**config.mk**
```make
export PLATFORM = sky130hd
export DESIGN_NAME = ddr_cas_responder
export DESIGN_NICKNAME = d
export VERILOG_FILES = /design/src/rtl/ddr_cas_responder_pkg.sv /design/src/rtl/cas_burst_fifo.sv /design/src/rtl/ddr_cas_responder.sv
export SDC_FILE = /design/constraint.sdc
export NUM_CORES = 1
export LEC_CHECK = 0
export CAP_MARGIN = 20
export CORE_AREA = 2 2 141 143
export CTS_CLUSTER_DIAMETER = 120
export DETAILED_ROUTE_END_ITERATION = 7
export DIE_AREA = 0 0 143 145
export PLACE_DENSITY = 0.8
export RECOVER_POWER = 50
export SYNTH_ARGS = -nofsm -noshare
export SYNTH_HDL_FRONTEND = slang
export SYNTH_SLANG_ARGS = --single-unit
```
**constraint.sdc**
```tcl
create_clock -name CK_t -period 6.97 [get_ports CK_t]
set_input_delay 1.394 -clock CK_t [delete_from_list [all_inputs] [get_ports CK_t]]
set_output_delay 1.394 -clock CK_t [all_outputs]
set_load 0.01 [all_outputs]
```
**src/rtl/ddr_cas_responder_pkg.sv**
```systemverilog
// Shared request codes, timing constants and queue entry type for the CAS responder.
// Used unchanged with or without CAS_AUTOPRE_EN.
package ddr_pkg;

    localparam int STAMP_W = 16;

    localparam logic [2:0] NOP_R = 3'd0;
    localparam logic [2:0] ACT_R = 3'd1;
    localparam logic [2:0] RD_R  = 3'd2;
    localparam logic [2:0] RDA_R = 3'd3;
    localparam logic [2:0] WR_R  = 3'd4;
    localparam logic [2:0] WRA_R = 3'd5;

    localparam logic [7:0] tRCD = 8'd4;
    localparam logic [7:0] tWTR = 8'd4;

    typedef enum logic [1:0] {
        B_IDLE,
        B_WAIT,
        B_XFER
    } burst_fsm_type;

    // start holds the cycle stamp of the first data beat.
    typedef struct packed {
        logic               is_wr;
        logic [STAMP_W-1:0] start;
    } cas_entry_t;

    function automatic logic is_cas_code(input logic [2:0] c);
        return (c == RD_R) || (c == RDA_R) || (c == WR_R) || (c == WRA_R);
    endfunction

    function automatic logic is_wr_code(input logic [2:0] c);
        return (c == WR_R) || (c == WRA_R);
    endfunction

endpackage

```
**src/rtl/cas_burst_fifo.sv**
```systemverilog
// Pending-burst queue: DEPTH-entry synchronous FIFO, push and pop may coincide,
// and a push into a full queue is accepted only when a pop frees a slot that cycle.
module cas_burst_fifo #(
    parameter int W     = 17,
    parameter int DEPTH = 4
) (
    input  logic         CK_t,
    input  logic         reset,
    input  logic         push,
    input  logic [W-1:0] din,
    input  logic         pop,
    output logic [W-1:0] dout,
    output logic         full,
    output logic         empty
);

    localparam int PW = (DEPTH > 1) ? $clog2(DEPTH) : 1;
    localparam int CW = $clog2(DEPTH + 1);

    logic [W-1:0]  mem_q [DEPTH];
    logic [W-1:0]  mem_d [DEPTH];
    logic [PW-1:0] wr_ptr_q, wr_ptr_d;
    logic [PW-1:0] rd_ptr_q, rd_ptr_d;
    logic [CW-1:0] count_q, count_d;
    logic          do_push, do_pop;

    function automatic logic [PW-1:0] bump(input logic [PW-1:0] p);
        return (p == PW'(DEPTH - 1)) ? '0 : p + 1'b1;
    endfunction

    assign empty   = (count_q == '0);
    assign full    = (count_q == CW'(DEPTH));
    assign do_pop  = pop && !empty;
    assign do_push = push && (!full || do_pop);
    assign dout    = mem_q[rd_ptr_q];

    always_comb begin
        mem_d    = mem_q;
        wr_ptr_d = wr_ptr_q;
        rd_ptr_d = rd_ptr_q;
        count_d  = count_q;
        if (do_push) begin
            mem_d[wr_ptr_q] = din;
            wr_ptr_d        = bump(wr_ptr_q);
        end
        if (do_pop) begin
            rd_ptr_d = bump(rd_ptr_q);
        end
        case ({do_push, do_pop})
            2'b10:   count_d = count_q + 1'b1;
            2'b01:   count_d = count_q - 1'b1;
            default: count_d = count_q;
        endcase
    end

    always_ff @(posedge CK_t or posedge reset) begin
        if (reset) begin
            for (int i = 0; i < DEPTH; i++) begin
                mem_q[i] <= '0;
            end
            wr_ptr_q <= '0;
            rd_ptr_q <= '0;
            count_q  <= '0;
        end else begin
            mem_q    <= mem_d;
            wr_ptr_q <= wr_ptr_d;
            rd_ptr_q <= rd_ptr_d;
            count_q  <= count_d;
        end
    end

endmodule

```
**src/rtl/ddr_cas_responder.sv**
```systemverilog
// DRAM-side CAS responder: per-bank ACT tracking, CAS spacing checks, burst scheduling.
// Optional macro CAS_AUTOPRE_EN adds bank-open tracking and auto-precharge on RDA/WRA.
//
// state  | meaning
// B_IDLE | no pending burst
// B_WAIT | head burst queued, waiting for its start stamp
// B_XFER | data beats in progress (rd_win or wr_win high)
module ddr_cas_responder
    import ddr_pkg::*;
#(
    parameter int BANKS = 4,
    parameter int DEPTH = 4,
    parameter int CNT_W = STAMP_W
) (
    input  logic                     CK_t,
    input  logic                     reset,
    input  logic                     cmd_valid,
    input  logic [2:0]               cmd,
    input  logic [$clog2(BANKS)-1:0] bank,
    input  logic [4:0]               CL,
    input  logic [4:0]               AL,
    input  logic [4:0]               CWL,
    input  logic [4:0]               BL,
    input  logic [3:0]               tCCD,
    output logic                     rd_win,
    output logic                     wr_win,
    output logic                     rw_done,
    output logic                     trcd_viol,
    output logic                     tccd_viol,
    output logic                     rtw_viol,
    output logic                     wtr_viol,
    output logic                     q_ovf
);

    localparam int BW    = $clog2(BANKS);
    localparam int ENT_W = $bits(cas_entry_t);
`ifdef CAS_AUTOPRE_EN
    localparam int FW = ENT_W + 1 + BW;
`else
    localparam int FW = ENT_W;
`endif

    logic [CNT_W-1:0] now_q, now_d;
    logic [CNT_W-1:0] act_stamp_q [BANKS];
    logic [CNT_W-1:0] act_stamp_d [BANKS];
    logic [CNT_W-1:0] last_cas_q, last_cas_d;
    logic             last_wr_q, last_wr_d;
    logic             no_prev_q, no_prev_d;
    burst_fsm_type    state_q, state_d;
    logic [4:0]       beat_q, beat_d;
    logic             cur_wr_q, cur_wr_d;

    logic             is_act, is_cas, is_wr_cmd;
    logic [4:0]       half_bl;
    logic [CNT_W-1:0] gap_act, gap_cas, due_diff;
    logic signed [7:0] tccd_lim, rtw_lim, wtr_lim;
    logic [7:0]       wtr_sum;
    logic             trcd_v;

    cas_entry_t       new_ent, head;
    logic [FW-1:0]    fifo_din, fifo_dout;
    logic             fifo_full, fifo_empty, fifo_pop, head_due;

    // Gaps with the MSB set are treated as ancient history, i.e. satisfied.
    function automatic logic gap_short(input logic [CNT_W-1:0] gap,
                                       input logic signed [7:0] lim);
        logic [CNT_W-1:0] lim_ext;
        lim_ext      = '0;
        lim_ext[6:0] = lim[6:0];
        return !gap[CNT_W-1] && !lim[7] && (gap < lim_ext);
    endfunction

    assign is_act    = cmd_valid && (cmd == ACT_R);
    assign is_cas    = cmd_valid && is_cas_code(cmd);
    assign is_wr_cmd = is_wr_code(cmd);
    assign half_bl   = BL >> 1;

    assign gap_act  = now_q - act_stamp_q[bank];
    assign gap_cas  = now_q - last_cas_q;
    assign tccd_lim = $signed({4'b0000, tCCD});
    assign rtw_lim  = $signed({3'b000, CL}) - $signed({3'b000, AL}) - $signed({3'b000, CWL})
                    + $signed({3'b000, half_bl}) + 8'sd2;
    assign wtr_sum  = {3'b000, AL} + {3'b000, CWL} + {3'b000, half_bl} + tWTR;
    assign wtr_lim  = $signed(wtr_sum);

`ifdef CAS_AUTOPRE_EN
    logic [BANKS-1:0] open_q, open_d;
    logic             cur_ap_q, cur_ap_d;
    logic [BW-1:0]    cur_bank_q, cur_bank_d;
    logic             is_ap_cmd;

    assign is_ap_cmd = (cmd == RDA_R) || (cmd == WRA_R);
    assign trcd_v    = (is_cas && (gap_short(gap_act, $signed(tRCD)) || !open_q[bank]))
                    || (is_act && open_q[bank]);
    assign fifo_din  = {is_ap_cmd, bank, new_ent};
`else
    assign trcd_v    = is_cas && gap_short(gap_act, $signed(tRCD));
    assign fifo_din  = new_ent;
`endif

    assign trcd_viol = trcd_v;
    assign tccd_viol = is_cas && !no_prev_q && gap_short(gap_cas, tccd_lim);
    assign rtw_viol  = is_cas && !no_prev_q && !last_wr_q && is_wr_cmd
                    && gap_short(gap_cas, rtw_lim);
    assign wtr_viol  = is_cas && !no_prev_q && last_wr_q && !is_wr_cmd
                    && gap_short(gap_cas, wtr_lim);
    assign q_ovf     = is_cas && fifo_full && !fifo_pop;

    always_comb begin
        new_ent       = '0;
        new_ent.is_wr = is_wr_cmd;
        new_ent.start = now_q + CNT_W'(AL) + CNT_W'(is_wr_cmd ? CWL : CL);
    end

    cas_burst_fifo #(
        .W     (FW),
        .DEPTH (DEPTH)
    ) u_fifo (
        .CK_t  (CK_t),
        .reset (reset),
        .push  (is_cas),
        .din   (fifo_din),
        .pop   (fifo_pop),
        .dout  (fifo_dout),
        .full  (fifo_full),
        .empty (fifo_empty)
    );

    assign head     = cas_entry_t'(fifo_dout[ENT_W-1:0]);
    // Due when the head's start is next cycle or already behind us.
    assign due_diff = now_q + 1'b1 - head.start;
    assign head_due = !fifo_empty && !due_diff[CNT_W-1];

    assign rd_win  = (state_q == B_XFER) && !cur_wr_q;
    assign wr_win  = (state_q == B_XFER) && cur_wr_q;
    assign rw_done = (state_q == B_XFER) && (beat_q == 5'd0);

    always_comb begin
        now_d       = now_q + 1'b1;
        act_stamp_d = act_stamp_q;
        last_cas_d  = last_cas_q;
        last_wr_d   = last_wr_q;
        no_prev_d   = no_prev_q;
        if (is_act) begin
            act_stamp_d[bank] = now_q;
        end
        if (is_cas) begin
            last_cas_d = now_q;
            last_wr_d  = is_wr_cmd;
            no_prev_d  = 1'b0;
        end
    end

    always_comb begin
        state_d  = state_q;
        beat_d   = beat_q;
        cur_wr_d = cur_wr_q;
        fifo_pop = 1'b0;
        case (state_q)
            B_IDLE: begin
                if (!fifo_empty) begin
                    state_d = B_WAIT;
                end
            end
            B_WAIT: begin
                if (head_due) begin
                    state_d  = B_XFER;
                    fifo_pop = 1'b1;
                    beat_d   = half_bl - 5'd1;
                    cur_wr_d = head.is_wr;
                end
            end
            B_XFER: begin
                if (beat_q != 5'd0) begin
                    beat_d = beat_q - 5'd1;
                end else if (head_due) begin
                    fifo_pop = 1'b1;
                    beat_d   = half_bl - 5'd1;
                    cur_wr_d = head.is_wr;
                end else if (!fifo_empty) begin
                    state_d = B_WAIT;
                end else begin
                    state_d = B_IDLE;
                end
            end
            default: state_d = B_IDLE;
        endcase
    end

`ifdef CAS_AUTOPRE_EN
    always_comb begin
        open_d     = open_q;
        cur_ap_d   = cur_ap_q;
        cur_bank_d = cur_bank_q;
        if (rw_done && cur_ap_q) begin
            open_d[cur_bank_q] = 1'b0;
        end
        if (is_act) begin
            open_d[bank] = 1'b1;
        end
        if (fifo_pop) begin
            cur_ap_d   = fifo_dout[FW-1];
            cur_bank_d = fifo_dout[ENT_W +: BW];
        end
    end

    always_ff @(posedge CK_t or posedge reset) begin
        if (reset) begin
            open_q     <= '0;
            cur_ap_q   <= 1'b0;
            cur_bank_q <= '0;
        end else begin
            open_q     <= open_d;
            cur_ap_q   <= cur_ap_d;
            cur_bank_q <= cur_bank_d;
        end
    end
`endif

    always_ff @(posedge CK_t or posedge reset) begin
        if (reset) begin
            now_q      <= '0;
            for (int i = 0; i < BANKS; i++) begin
                act_stamp_q[i] <= '0;
            end
            last_cas_q <= '0;
            last_wr_q  <= 1'b0;
            no_prev_q  <= 1'b1;
            state_q    <= B_IDLE;
            beat_q     <= '0;
            cur_wr_q   <= 1'b0;
        end else begin
            now_q       <= now_d;
            act_stamp_q <= act_stamp_d;
            last_cas_q  <= last_cas_d;
            last_wr_q   <= last_wr_d;
            no_prev_q   <= no_prev_d;
            state_q     <= state_d;
            beat_q      <= beat_d;
            cur_wr_q    <= cur_wr_d;
        end
    end

endmodule

```
Word level (Yosys, flattened, before mapping)
Cells that the tools add are included.

storage, ports and cells
  bits in registers = 181
  bits in latches = 0
  RAM bits = 0
  bits in read-only memories = 0
  output and inout port bits = 8
  word-level logic and storage cells = 148
  memories = 0

cells by class
  $add $sub $neg = 19
  $mul = 0
  divide/modulo/power cells = 0
  magnitude comparators = 9
  equal/unequal tests = 16
  shift-type cells = 0
  multiplexer cells = 31
  bitwise operators = 3
  reductions and logical operators = 52

operators with widths
  cell                   number
  $bwmux 68              1
  $bwmux 64              1
  $mux 17                3
  $mux 16                3
  $sub 16x16->16         3
  $bmux 17 s2            1
  $demux 17 s2           1
  $add 16x5->16          2
  $bmux 16 s2            1
  $demux 16 s2           1
  $lt 16x7->1            2
  $logic_and 1x1->1      27
  $add 16x1->16 const B  1
  $lt 16x3->1 const B    1
  $lt 16x4->1            1
  $mux 5                 3
  $logic_not 1->1        12
  $mux 2                 6
  $pmux 5 s2             1
  $eq 3x3->1 const B     3
  $ge 3x3->1 const B     3
  $not 2->3              3
  $add 7x3->8 const B    1
  $add 7x5->8            1
  28 further kinds       48

Logic depth before layout (Yosys ltp)
Gate-level depths: netlist (run 1).

  depth in word-level cells = 15
  mapped depth = 21
  depth with buffers taken out = 20

Modules after synthesis
From an unflattened synthesis (run 1), not the netlist that was laid out.

second synthesis, totals
  cells, all modules = 1045
  area, all modules = 11686.2 sq um

modules (own cells, without submodules)
  module             instances  cells each  area an instance (sq um)
  ddr_cas_responder  1          839         8295.5
  cas_burst_fifo     1          206         3390.8

Worst setup path after synthesis (run 1)
No wires, ideal clock.

  path kind = input to output
  start point = input port bank[0]
  end point = output port trcd_viol
  data arrival time = 5.377 ns
  data required time = 5.576 ns
  setup slack = 0.199 ns
  stages on the path = 13
  path through = buf_1 -> buf_1 -> mux4_2 -> inv_1 -> ha_1 -> a21o_1 -> a21o_1 -> a221oi_1 -> o21ai_0 -> a21oi_1 -> mux2i_1 -> o2111ai_1 -> a2111oi_0

between the ends
  cells in the longest elaborated chain, start to end = 8

ends and longest elaborated chain
  element                                                RTL line                 text
  start, declared                                        ddr_cas_responder.sv:19  input logic [$clog2(BANKS)-1:0] bank,
  $not 2->3 (implied by the code) *                      ddr_cas_responder.sv:78  assign gap_act = now_q - act_stamp_q[bank];
  $bmux 16 s2 *                                          ddr_cas_responder.sv:78
  $mux 16 (implied by the code) * (2 in series)          ddr_cas_responder.sv:78
  $sub 16x16->16 *                                       ddr_cas_responder.sv:78
  $lt 16x3->1 / $logic_not 1->1 (equally long branches)  ddr_cas_responder.sv:70  return !gap[CNT_W-1] && !lim[7] && (gap < lim_ext);
  $logic_and 1x1->1 *                                    ddr_cas_responder.sv:70
  $logic_and 1x1->1 *                                    ddr_cas_responder.sv:97  assign trcd_v = is_cas && gap_short(gap_act, $signed(tRCD));
  end, declared                                          ddr_cas_responder.sv:28  output logic trcd_viol,

Mark *: on every way between the ends. The rest lies on a longest branch, timed or not. The select of a mux whose other input is x is not followed.

Final worst setup path (run 1)
  start point = input port CL[0]
  end point = output port rtw_viol

between the ends
  cells in the longest elaborated chain, start to end = 8

ends and longest elaborated chain
  element                                                              RTL line                  text
  start, declared                                                      ddr_cas_responder.sv:20   input logic [4:0] CL,
  $sub 5x5->6 *                                                        ddr_cas_responder.sv:81   assign rtw_lim = $signed({3'b000, CL}) - $signed({3'b000, AL}) - $signed({3'b000, CWL})
  $sub 6x6->7 *                                                        ddr_cas_responder.sv:81
  $add 7x5->8 *                                                        ddr_cas_responder.sv:82   + $signed({3'b000, half_bl}) + 8'sd2;
  $add 8x3->8 *                                                        ddr_cas_responder.sv:82
  parallel branches: the longest is 2 deep, another holds $lt 16x7->1  --
  $logic_and 1x1->1 *                                                  ddr_cas_responder.sv:70
  $logic_and 1x1->1 *                                                  ddr_cas_responder.sv:104  && gap_short(gap_cas, rtw_lim);
  end, declared                                                        ddr_cas_responder.sv:30   output logic rtw_viol,

Every way passes the cells marked *.

==> run summary, run 1 <==
Area Growth Syn to Fin: 12.2%
Reg-to-reg critical path endpoint: u_fifo.count_q[2]$_DFFE_PP0P_
Post-route insts no fill: 1405
Worst Max-Slew Pin Slew: 3.43 ns
DRC: 0
Max FO, Critical Path: 2
Post-Syn Instances: 1072
GRT Resource Usage Total: 0.258
Clock transition at path regs: 0.06 ns
Post-synth ARST share: 1.00
Hold path cells: 2
Synth Area per Inst: 11.1 um2
Hold Fails Final Rpt: 0
CTS root buf: clkbuf_16
Via count: 8104
Worst Path Required: 5.58 ns
Outcome: complete, but fails checks
P per Cell Area: 270 nW/um2
Layout cell share with drive strength beyond 1: 0.207
Yosys reg bits: 181
Dpl ws: -0.434 ns
Routed len/inst: 18.1 um
Num rows: 51
CP max-delay cell: fa_1
Reg2Reg Depth: 21
Fin. max-slew vios: 156
Tcrit/Tclk final: 0.986
Clock Skew: 0.0137 ns
CTS tree: done
Initial antenna violation count: 0
Initial DRC count: 584
Main synth FF type: dfrtp_1
Syn_nets: 1228
RSZ-0062 raised after global routing: true
Final worst slack: 0.100 ns
Fmax: 146 MHz
R2R setup slack: 1.77 ns
Post-DP HPWL: 18200 um
Inst Count DP: 1372
Initial Utilization: 0.617
Critical path class: input pin to output port
Sequential share of the synthesized area: 0.382
Static Leak: 6.50 nW
GRT overflow: 0
Hold path endpoint: act_stamp_q[0]$_DFFE_PP0P_
Ports: 40
Min Hold Slack: 0.480 ns
DRT Pass-1 Iters: 5
Post-synth EDFFs: 0
Hold Crit Class: flop to flop
CTS Hold Bufs: 0
Number of setup buffers added after CTS: 0
Cell area after synthesis: 11900 um2
First-pass GRT wire length: 42200 um
H-tree depth: 4
Gp weighted congestion: 0.905
Peak supply drop: 0.000216 V
Slew HR: -1.29
Nets: 1283
CP arrival: 5.48 ns
Die span in x: 143 um
Hold path startpoint: act_stamp_q[0]$_DFFE_PP0P_
Pin count of the biggest net entering global routing: 83
Nature of the critical path startpoint: input pin
DRT Wirelength: 25500 um
Antenna cells: 0
Netlist cell types: 63
Die height: 145 um
Clk buf depth: 2
DIE AREA: 20700 um2
Vias in the first global route: 8507
# fillers: 1359
Vias per cell: 5.77
Max cap viols: 2
Yosys warning total: 0
CTS Sinks: 181
Crit-path cells: clkdlybuf4s50_1 > inv_2 > ha_1 > inv_2 > fa_2 > xor2_2 > fa_1 > ha_4 > fa_1 > inv_1 > ha_1 > o21a_1 > o21a_1 > o21a_1 > o21a_1 > o21ai_2 > o2111ai_2 > a211oi_2 > buf_2
Cell mode on critical path: o21a_1
Core Area: 19200 um2
Final setup vio count: 0
I/O Buffers: 38
RR Startpoint: now_q[2]$_DFF_PP0_
Violated checks: capacitance limit, slew limit
Post-route ant nets: 0
Final TNS setup: 0 ns
CP Capture Type: output port
Critical Path Max Stage Delay: 0.55 ns
Cts bufs inserted: 17
Worst-skew pair later-pin latency: 0.44 ns
Min Tclk post-route: 6.87 ns
-- critical path, delay by kind of cell --
kind / cells / cell delay [ns]
adder cells (fa/ha/maj): 6 / 2.10
AO/OA/AOI/OAI: 7 / 1.11
buffers and inverters: 5 / 0.72
XOR/XNOR: 1 / 0.16
-- per-stage QoR --
| stage | area [um2] | total power [mW] | util |
|---|---|---|---|
| 6_report | 13300 | 3.59 | 0.693 |
| 3_5_place_dp | 12700 | 2.63 | 0.660 |
| 2_1_floorplan | 11900 | 2.32 | - |
| 5_1_grt | 13300 | 3.83 | 0.693 |
| 4_1_cts | 13300 | 3.57 | 0.691 |
| 3_3_place_gp | 12700 | 2.56 | 0.660 |
-- cells in the final DEF, fill, tap and decap left out, types with 8 or more instances in the layout --
master | synthesis | routed
nand2_1 | 66 | 66
inv_1 | 117 | 114
mux4_2 | 26 | 26
xor2_1 | 14 | 13
ha_1 | 104 | 102
mux2_2 | 112 | 112
nand2b_1 | 8 | 8
clkbuf_16 | 0 | 17
nor2_1 | 47 | 47
mux2i_1 | 15 | 15
xnor2_1 | 40 | 40
clkdlybuf4s50_1 | 0 | 32
inv_6 | 0 | 8
dfrtp_1 | 180 | 180
buf_4 | 0 | 30
fa_1 | 20 | 19
nand3_1 | 20 | 20
nor2b_1 | 13 | 13
o21ai_0 | 56 | 54
o21a_1 | 13 | 13
a21oi_1 | 40 | 38
a21o_1 | 25 | 25
nor3_1 | 12 | 11
-- synth_stat cells, drive strengths merged (6+ instances only) --
master / instances / share of area
clkbuf: 27 / 0.0085
a21oi: 40 / 0.017
nand4: 6 / 0.0032
nor3: 12 / 0.0051
fa: 20 / 0.034
mux2: 119 / 0.12
mux2i: 15 / 0.013
o21a: 13 / 0.0082
buf: 11 / 0.0066
o211ai: 6 / 0.0089
nand2: 66 / 0.021
nand2b: 8 / 0.0042
ha: 104 / 0.11
a21o: 25 / 0.016
mux4: 33 / 0.065
xnor2: 40 / 0.030
nand3: 20 / 0.0084
xor2: 14 / 0.010
nor2b: 13 / 0.0069
inv: 117 / 0.037
and3: 7 / 0.0037
nor4: 8 / 0.0055
dfrtp: 180 / 0.38
o21ai: 56 / 0.024
nor2: 47 / 0.015
-- cells by family (layout without fill, tap and decap cells) --
kind of cell / count (synthesis) / count (layout) / share of synthesized area
flops: 181 / 181 / 0.382
xor+xnor: 55 / 55 / 0.0419
simple gates: 207 / 207 / 0.0855
compound gates: 182 / 182 / 0.102
buf+inv: 156 / 224 / 0.0525
fa+ha+maj: 124 / 124 / 0.144
mux: 167 / 167 / 0.193
-- worst max-delay path by stage --
| stage | startpoint | end | slack (ns) | cells after the start |
|---|---|---|---|---|
| 6_report | CL[0] | rtw_viol | 0.10 | 19 |
| 5_1_grt | CL[0] | rtw_viol | -0.07 | 19 |
| 4_1_cts | AL[0] | rtw_viol | -0.06 | 18 |
| 3_5_place_dp | AL[0] | rtw_viol | -0.43 | 18 |
| 3_3_place_gp | AL[0] | rtw_viol | -0.42 | 18 |
| 2_1_floorplan | bank[0] | trcd_viol | 0.20 | 13 |
-- report_power, final --
group | internal (mW) | total [mW] | switching, mW
clock | 0.502 | 0.940 | 0.438
combinational | 0.646 | 1.31 | 0.660
sequential | 1.21 | 1.34 | 0.134
-- area by class of cell --
type,count,area [um2],share of cell area
clock inverters,14,139,0.0104
well taps,265,332,0.0249
repair buffers,74,652,0.0490
multi-input cells,735,6780,0.509
flip-flops and latches,181,4530,0.341
clock buffers,18,429,0.0323
inverters,118,444,0.0334
-- per-layer routing --
layer,track usage,share of wire,vias up
li1,-,-,3887
met3,0.0452,0.028,24
met1,0.343,0.45,4060
met2,0.440,0.50,133
met5,0,0,-
met4,0.0649,0.013,0
-- registers in the layout (all words and copies together), names as in the netlist --
name and count:
last_cas_q 16, u_fifo.rd_ptr_q 2, now_q 16, u_fifo.mem_q 68, last_wr_q 1, act_stamp_q 64
cur_wr_q 1, no_prev_q 1, beat_q 5, u_fifo.count_q 3, state_q 2, u_fifo.wr_ptr_q 2
-- timing repair --
item / in CTS / in global routing
endpoints found under the setup margin: 2 / 3
pin swaps: 1 / 4
resized for setup: 6 / 16
(Power assumes the default switching activity.)
==> run 2, diff against run 1 <==
Settings changed: CORE_AREA 2 2 141 143 to 2 2 148 150, DIE_AREA 0 0 143 145 to 0 0 150 152, PLACE_DENSITY 0.8 to 0.83.
Clock period 6.97 ns to 6 ns, I/O delays scaled along.
==> run 2 against run 1 <==
Against the previous run: the flow finishes with violations (capacitance limit, slew limit, setup timing); count of clock-buffer cells in the layout increased by 2; sequential power is 16% higher; routed wire length is 4.8% higher; critical path type unchanged.
==> run summary, run 2 (synthesis results as in run 1) <==
Outcome: complete, but fails checks
Violated checks: capacitance limit, slew limit, setup timing
Tcrit/Tclk final: 1.02
Worst Max-Slew Pin Slew: 3.97 ns (+0.534 ns)
Hold path cells: 2 (unchanged)
Pin count of the biggest net entering global routing: 182 (+120%)
Die span in x: 150 um (+4.9%)
Cell area after placement: 13000 um2 (+2.5%)
Final worst slack: -0.129 ns (-0.229 ns)
Commonest non-fill, non-tap cells in the layout: dfrtp_1, mux2_2, inv_1, ha_1, buf_4
Logic pwr share: 0.376 (+0.012)
Post-DP HPWL: 18700 um (+2.8%)
CTS Sinks: 181 (unchanged)
Routed len/inst: 18.3 um (+0.87%)
Max reg flops: 68 (unchanged)
Slew HR: -1.64 (-0.356)
GRT Resource Usage Total: 0.240 (-0.0184)
Fin util: 0.641 (-0.0519)
Biggest regs: u_fifo.mem_q (68), act_stamp_q (64)
Nets: 1322 (+3.0%)
Most common cell after layout, fill and taps aside: dfrtp_1
Initial antenna violation count: 0 (unchanged)
Fmax: 163 MHz
Crit-path cells: buf_2 > inv_2 > ha_4 > inv_2 > fa_2 > xor2_2 > fa_1 > ha_4 > fa_1 > inv_1 > ha_1 > o21a_1 > o21a_1 > o21a_1 > o21a_1 > o21ai_2 > o2111ai_2 > a211oi_2 > buf_2
CP arrival: 4.93 ns (-0.55 ns)
Min Tclk post-route: 6.13 ns
Layout cell share with drive strength beyond 1: 0.253 (+0.0457)
Reg power frac: 0.365 (-0.009)
Peak supply drop: 0.000207 V (-4.4%)
Critical Path Max Stage Delay: 0.54 ns (about the same)
WP buf/inv: 5 (unchanged)
CTS root buf: clkbuf_16
Final instance area: 13700 um2 (+2.8%)
Cts bufs inserted: 17 (unchanged)
Gp weighted congestion: 0.872 (-3.7%)
Cell mode on critical path: o21a_1
Vias per cell: 5.76 (-0.21%)
Initial DRC count: 595 (+1.9%)
RSZ-0062 raised after global routing: true
Hold Crit Class: flop to flop
P per Cell Area: 309 nW/um2 (+15%)
Nature of the critical path startpoint: input pin
Final setup vio count: 1 (+1)
R2R setup slack: 0.86 ns (-0.91 ns)
Initial Utilization: 0.555 (-0.0620)
Core Area: 21400 um2 (+11%)
Area Growth Syn to Fin: 15.4%
CTS tree: done
Vias in the first global route: 8736 (+2.7%)
Top delay family on crit path: adder cells
Fin. max-slew vios: 182 (+17%)
Worst-skew pair later-pin latency: 0.44 ns (about the same)
Ports: 40 (unchanged)
Min Hold Slack: 0.483 ns (+0.00306 ns)
DRT Pass-1 Iters: 5 (unchanged)
Static Leak: 6.70 nW (+3.1%)
Hold path endpoint: act_stamp_q[35]$_DFFE_PP0P_
DRT Wirelength: 26700 um (+4.8%)
GRT overflow: 0 (unchanged)
CTS Hold Bufs: 0 (unchanged)
Max cap viols: 1 (-1)
Net Sw Frac: 0.341 (-0.00212)
CP max-delay cell: fa_1
Antenna cells: 0 (unchanged)
Largest register by flop count: u_fifo.mem_q
Worst Path Required: 4.80 ns (-0.78 ns)
Clock Skew: 0.00990 ns (-0.00382 ns)
Via count: 8398 (+3.6%)
Clk buf depth: 2 (unchanged)
H-tree depth: 4 (unchanged)
I/O Buffers: 38 (unchanged)
Clock transition at path regs: 0.07 ns (about the same)
Switch Pwr: 1.44 mW (+17%)
Max FO, Critical Path: 2 (unchanged)
DIE AREA: 22800 um2 (+10%)
Post-route ant nets: 0 (unchanged)
Clock group share of total power: 0.259 (-0.003)
CP Capture Type: output port
First-pass GRT wire length: 43300 um (+2.8%)
Critical path class: input pin to output port
Reg2Reg Depth: 21 (unchanged)
Internal: 2.79 mW (+18%)
Hold Fails Final Rpt: 0 (unchanged)
DRC: 0 (unchanged)
Reg-to-reg critical path endpoint: u_fifo.count_q[2]$_DFFE_PP0P_
Num rows: 54 (+5.9%)
RR Startpoint: now_q[3]$_DFF_PP0_
Hold path startpoint: act_stamp_q[35]$_DFFE_PP0P_
Die height: 152 um (+4.8%)
[run 2: cell count changes in the layout (fill, tap and decap cells not counted), moves of 4 or more]
cell and delta:
buf_4 +42, inv_6 -4, ha_4 +5, inv_1 -4, clkdlybuf4s50_1 -6, inv_2 +4
buf_2 +4, ha_1 -6
[run 2: worst max-delay path by stage]
stage,start,slack [ns],cells past startpoint,to
final,CL[0],-0.13,19,rtw_viol
after global routing,CL[0],-0.25,19,rtw_viol
after CTS,BL[2],-0.19,17,rtw_viol
after detailed placement,AL[0],-1.07,18,rtw_viol
after global placement,AL[0],-0.98,18,rtw_viol
after floorplan,bank[0],-0.02,13,trcd_viol
[run 2: power groups by stage]
| stage | sequential (mW) | combinational (mW) | clock, mW |
|---|---|---|---|
| 3_3_place_gp | 1.54 | 1.44 | 0 |
| 6_report | 1.55 | 1.59 | 1.10 |
| 4_1_cts | 1.54 | 1.55 | 1.11 |
| 2_1_floorplan | 1.50 | 1.19 | 0 |
| 5_1_grt | 1.57 | 1.76 | 1.16 |
| 3_5_place_dp | 1.56 | 1.50 | 0 |
[run 2: worst register-to-register path, stage by stage (launching register included)]
cell,delay [ns]
dfrtp_1,0.56
nand3_1,0.18
nor2_1,0.18
nand2_1,0.11
nor2_1,0.32
nand3_1,0.16
xnor2_1,0.19
ha_1,0.34
a21o_1,0.18
a21o_1,0.16
a21oi_1,0.22
o211ai_2,0.13
xnor3_2,0.48
nor4_4,0.09
buf_4,0.22
o21ai_0,0.41
ha_1,0.28
inv_1,0.07
fa_1,0.37
xor2_1,0.15
nor2_1,0.12
xor2_1,0.16
[run 2: area by class of cell]
| type | count | area, um2 |
|---|---|---|
| Multi-Input combinational cell | 735 | 6870 |
| Inverter | 118 | 447 |
| Clock buffer | 20 | 457 |
| Sequential cell | 181 | 4530 |
| Timing Repair Buffer | 113 | 912 |
| Tap cell | 280 | 350 |
| Clock inverter | 12 | 119 |
| Fill cell | 1546 | 7670 |
[run 2: layer usage]
layer | part of all wire | routed length (um) | global-route usage
met1 | 0.44 | 11600 | 0.311
met2 | 0.52 | 13800 | 0.418
met3 | 0.032 | 861 | 0.0336
met4 | 0.016 | 425 | 0.0705
met5 | 0 | 0 | 0
[run 2: timing repair]
action                                  CTS  global route
hold endpoints to repair                  0             0
resized for setup                        41            20
pin swaps                                14            11
setup buffers                             1             0
endpoints found under the setup margin    3             4
[run 2: per-stage QoR]
stage | instances | power [mW] | setup slack, ns | setup TNS (ns)
global route | 1459 | 4.48 | -0.249 | -0.358
floorplan | 1072 | 2.69 | -0.0245 | -0.0245
global placement | 1426 | 2.98 | -0.984 | -1.76
detailed placement | 1426 | 3.06 | -1.07 | -1.91
CTS | 1459 | 4.20 | -0.191 | -0.266
finish | 1459 | 4.23 | -0.129 | -0.129
==> run 3, diff against run 2 <==
Settings changed: CORE_AREA 2 2 148 150 to 2 2 150 152, DIE_AREA 0 0 150 152 to 0 0 152 154, PLACE_DENSITY 0.83 to 0.81.
==> run 3 against run 2 <==
Against the previous run: the run still ends with capacitance limit, slew limit, setup timing left; sequential share of layout area decreased by 0.29 points; via count increased by 1.1%; maximum frequency increased by 0.61%; clock power grew 5%; largest cell class unchanged.
==> run summary, run 3 (synthesis results as in run 1) <==
Outcome: complete, but fails checks
Violated checks: capacitance limit, slew limit, setup timing
P per Cell Area: 312 nW/um2 (+0.92%)
Final TNS setup: -0.0921 ns (+0.0369 ns)
Layout cell share with drive strength beyond 1: 0.261 (+0.00797)
Most common cell after layout, fill and taps aside: dfrtp_1
Largest register by flop count: u_fifo.mem_q
DIE AREA: 23400 um2 (+2.7%)
RR Startpoint: now_q[8]$_DFF_PP0_
Slew HR: -1.29 (+0.359)
Final worst slack: -0.0921 ns (+0.0369 ns)
Post-DP HPWL: 18900 um (+0.95%)
CTS root buf: clkbuf_16
Initial Utilization: 0.547 (-0.00865)
Area Growth Syn to Fin: 16.4%
CTS Sinks: 181 (unchanged)
Core Area: 21700 um2 (+1.6%)
Fin. max-slew vios: 183 (+0.55%)
Inst Count DP: 1430 (+0.28%)
Ports: 40 (unchanged)
Final setup vio count: 1 (unchanged)
Cts bufs inserted: 17 (unchanged)
CP Capture Type: output port
Critical path class: input pin to output port
DRC: 0 (unchanged)
Gp weighted congestion: 0.880 (+0.87%)
Worst Path Required: 4.80 ns (about the same)
Worst Setup SP: CL[0]
CTS Hold Bufs: 0 (unchanged)
Hold Fails Final Rpt: 0 (unchanged)
Nature of the critical path startpoint: input pin
Clock transition at path regs: 0.07 ns (about the same)
Die height: 154 um (+1.3%)
Fmax: 164 MHz (+0.61%)
Worst-skew pair later-pin latency: 0.43 ns (about the same)
Max cap viols: 2 (+1)
Hold Crit Class: flop to flop
Commonest non-fill, non-tap cells in the layout: dfrtp_1, mux2_2, inv_1, ha_1, buf_4
# fillers: 1570 (+1.6%)
Hold path startpoint: act_stamp_q[5]$_DFFE_PP0P_
Fin util: 0.636 (-0.00438)
RSZ-0062 raised after global routing: true
Initial DRC count: 587 (-1.3%)
I/O Buffers: 38 (unchanged)
Post-route ant nets: 0 (unchanged)
Final instance area: 13800 um2 (+0.89%)
Clk buf depth: 2 (unchanged)
Via count: 8492 (+1.1%)
Peak supply drop: 0.000167 V (-19%)
Num rows: 54 (unchanged)
Vias in the first global route: 8782 (+0.53%)
Antenna cells: 0 (unchanged)
Max FO, Critical Path: 2 (unchanged)
First-pass GRT wire length: 44200 um (+2.0%)
Clock Skew: 0.00732 ns (-0.00258 ns)
CTS tree: done
Routed len/inst: 18.6 um (+1.8%)
Biggest regs: u_fifo.mem_q (68), act_stamp_q (64)
Post-route insts no fill: 1469 (+0.69%)
DRT Pass-1 Iters: 5 (unchanged)
CP arrival: 4.89 ns (-0.04 ns)
Initial antenna violation count: 0 (unchanged)
Worst Max-Slew Pin Slew: 3.43 ns (-0.538 ns)
GRT overflow: 0 (unchanged)
Pin count of the biggest net entering global routing: 138 (-24%)
Static Leak: 6.75 nW (+0.71%)
Min Tclk post-route: 6.09 ns (-0.0369 ns)
Die span in x: 152 um (+1.3%)
DRT Wirelength: 27300 um (+2.5%)
Overall Power: 4.31 mW (+1.8%)
Nets: 1332 (+0.76%)
Cell area after placement: 13000 um2 (+0.23%)
Tcrit/Tclk final: 1.02 (-0.00616)
GRT Resource Usage Total: 0.234 (-0.00597)
Max reg flops: 68 (unchanged)
Vias per cell: 5.78 (+0.43%)
H-tree depth: 4 (unchanged)
==> run 3: changes by cell type in the layout (fill, tap and decap cells not counted), sizes merged <==
cell / delta
bufinv: +1
inv: +2
buf: +8
clkdlybuf4s15: -1
clkinvlp: +2
clkinv: -3
clkbuf: +1
==> run 3: metal layers <==
metal  wire length [um]  track usage  share of wire
met5                  0            0              0
met4                958       0.0952          0.035
met3                824       0.0352          0.030
met2              13900        0.409           0.51
met1              11700        0.292           0.43
==> run 3: power breakdown <==
part / switching, mW / internal [mW]
Sequential: 0.134 / 1.41
Combinational: 0.826 / 0.796
Clock: 0.508 / 0.638
Total: 1.47 / 2.84
==> run 3: final timing paths <==
check                                                      to  slack (ns)  cells after the start
worst min register to register     act_stamp_q[5]$_DFFE_PP0P_        0.48                      2
worst max-delay path                                 rtw_viol       -0.09                     19
min in group asynchronous        u_fifo.mem_q[11]$_DFFE_PP0P_        2.11                      3
worst min-delay path               act_stamp_q[5]$_DFFE_PP0P_        0.48                      2
max in group asynchronous           last_cas_q[0]$_DFFE_PP0P_        1.44                      3
worst max register to register  u_fifo.count_q[2]$_DFFE_PP0P_        1.12                     19
==> run 3: area by class of cell <==
cell class / instances / area [um2] / share of cell area
Clock buffer: 18 / 439 / 0.0318
Clock inverter: 14 / 164 / 0.0119
Inverter: 118 / 447 / 0.0324
Multi-Input combinational cell: 735 / 6890 / 0.499
Sequential cell: 181 / 4530 / 0.328
Tap cell: 280 / 350 / 0.0254
Timing Repair Buffer: 123 / 980 / 0.0710
==> run 3: repair_timing <==
item	4_1_cts	5_1_grt
pin swaps	14	13
gates resized for setup	41	25
setup buffers	3	3
setup endpoints to repair	3	3
==> run 3: critical path, stage by stage <==
cell and delay (ns):
buf_6 0.10, inv_4 0.05, ha_4 0.11, inv_2 0.04
fa_2 0.37, xor2_2 0.18, fa_1 0.58, ha_4 0.23
fa_1 0.47, inv_1 0.04, ha_1 0.26, o21a_1 0.10
o21a_1 0.16, o21a_1 0.16, o21a_1 0.18, o21ai_2 0.13
o2111ai_2 0.18, a211oi_2 0.20, buf_2 0.16
==> run 3: per-stage QoR <==
stage | worst slack [ns] | hold WS, ns
3_3_place_gp | -1.08 | 0.458
4_1_cts | -0.224 | 0.482
5_1_grt | -0.219 | 0.508
3_5_place_dp | -1.10 | 0.465
6_report | -0.0921 | 0.481
2_1_floorplan | -0.0245 | 0.445
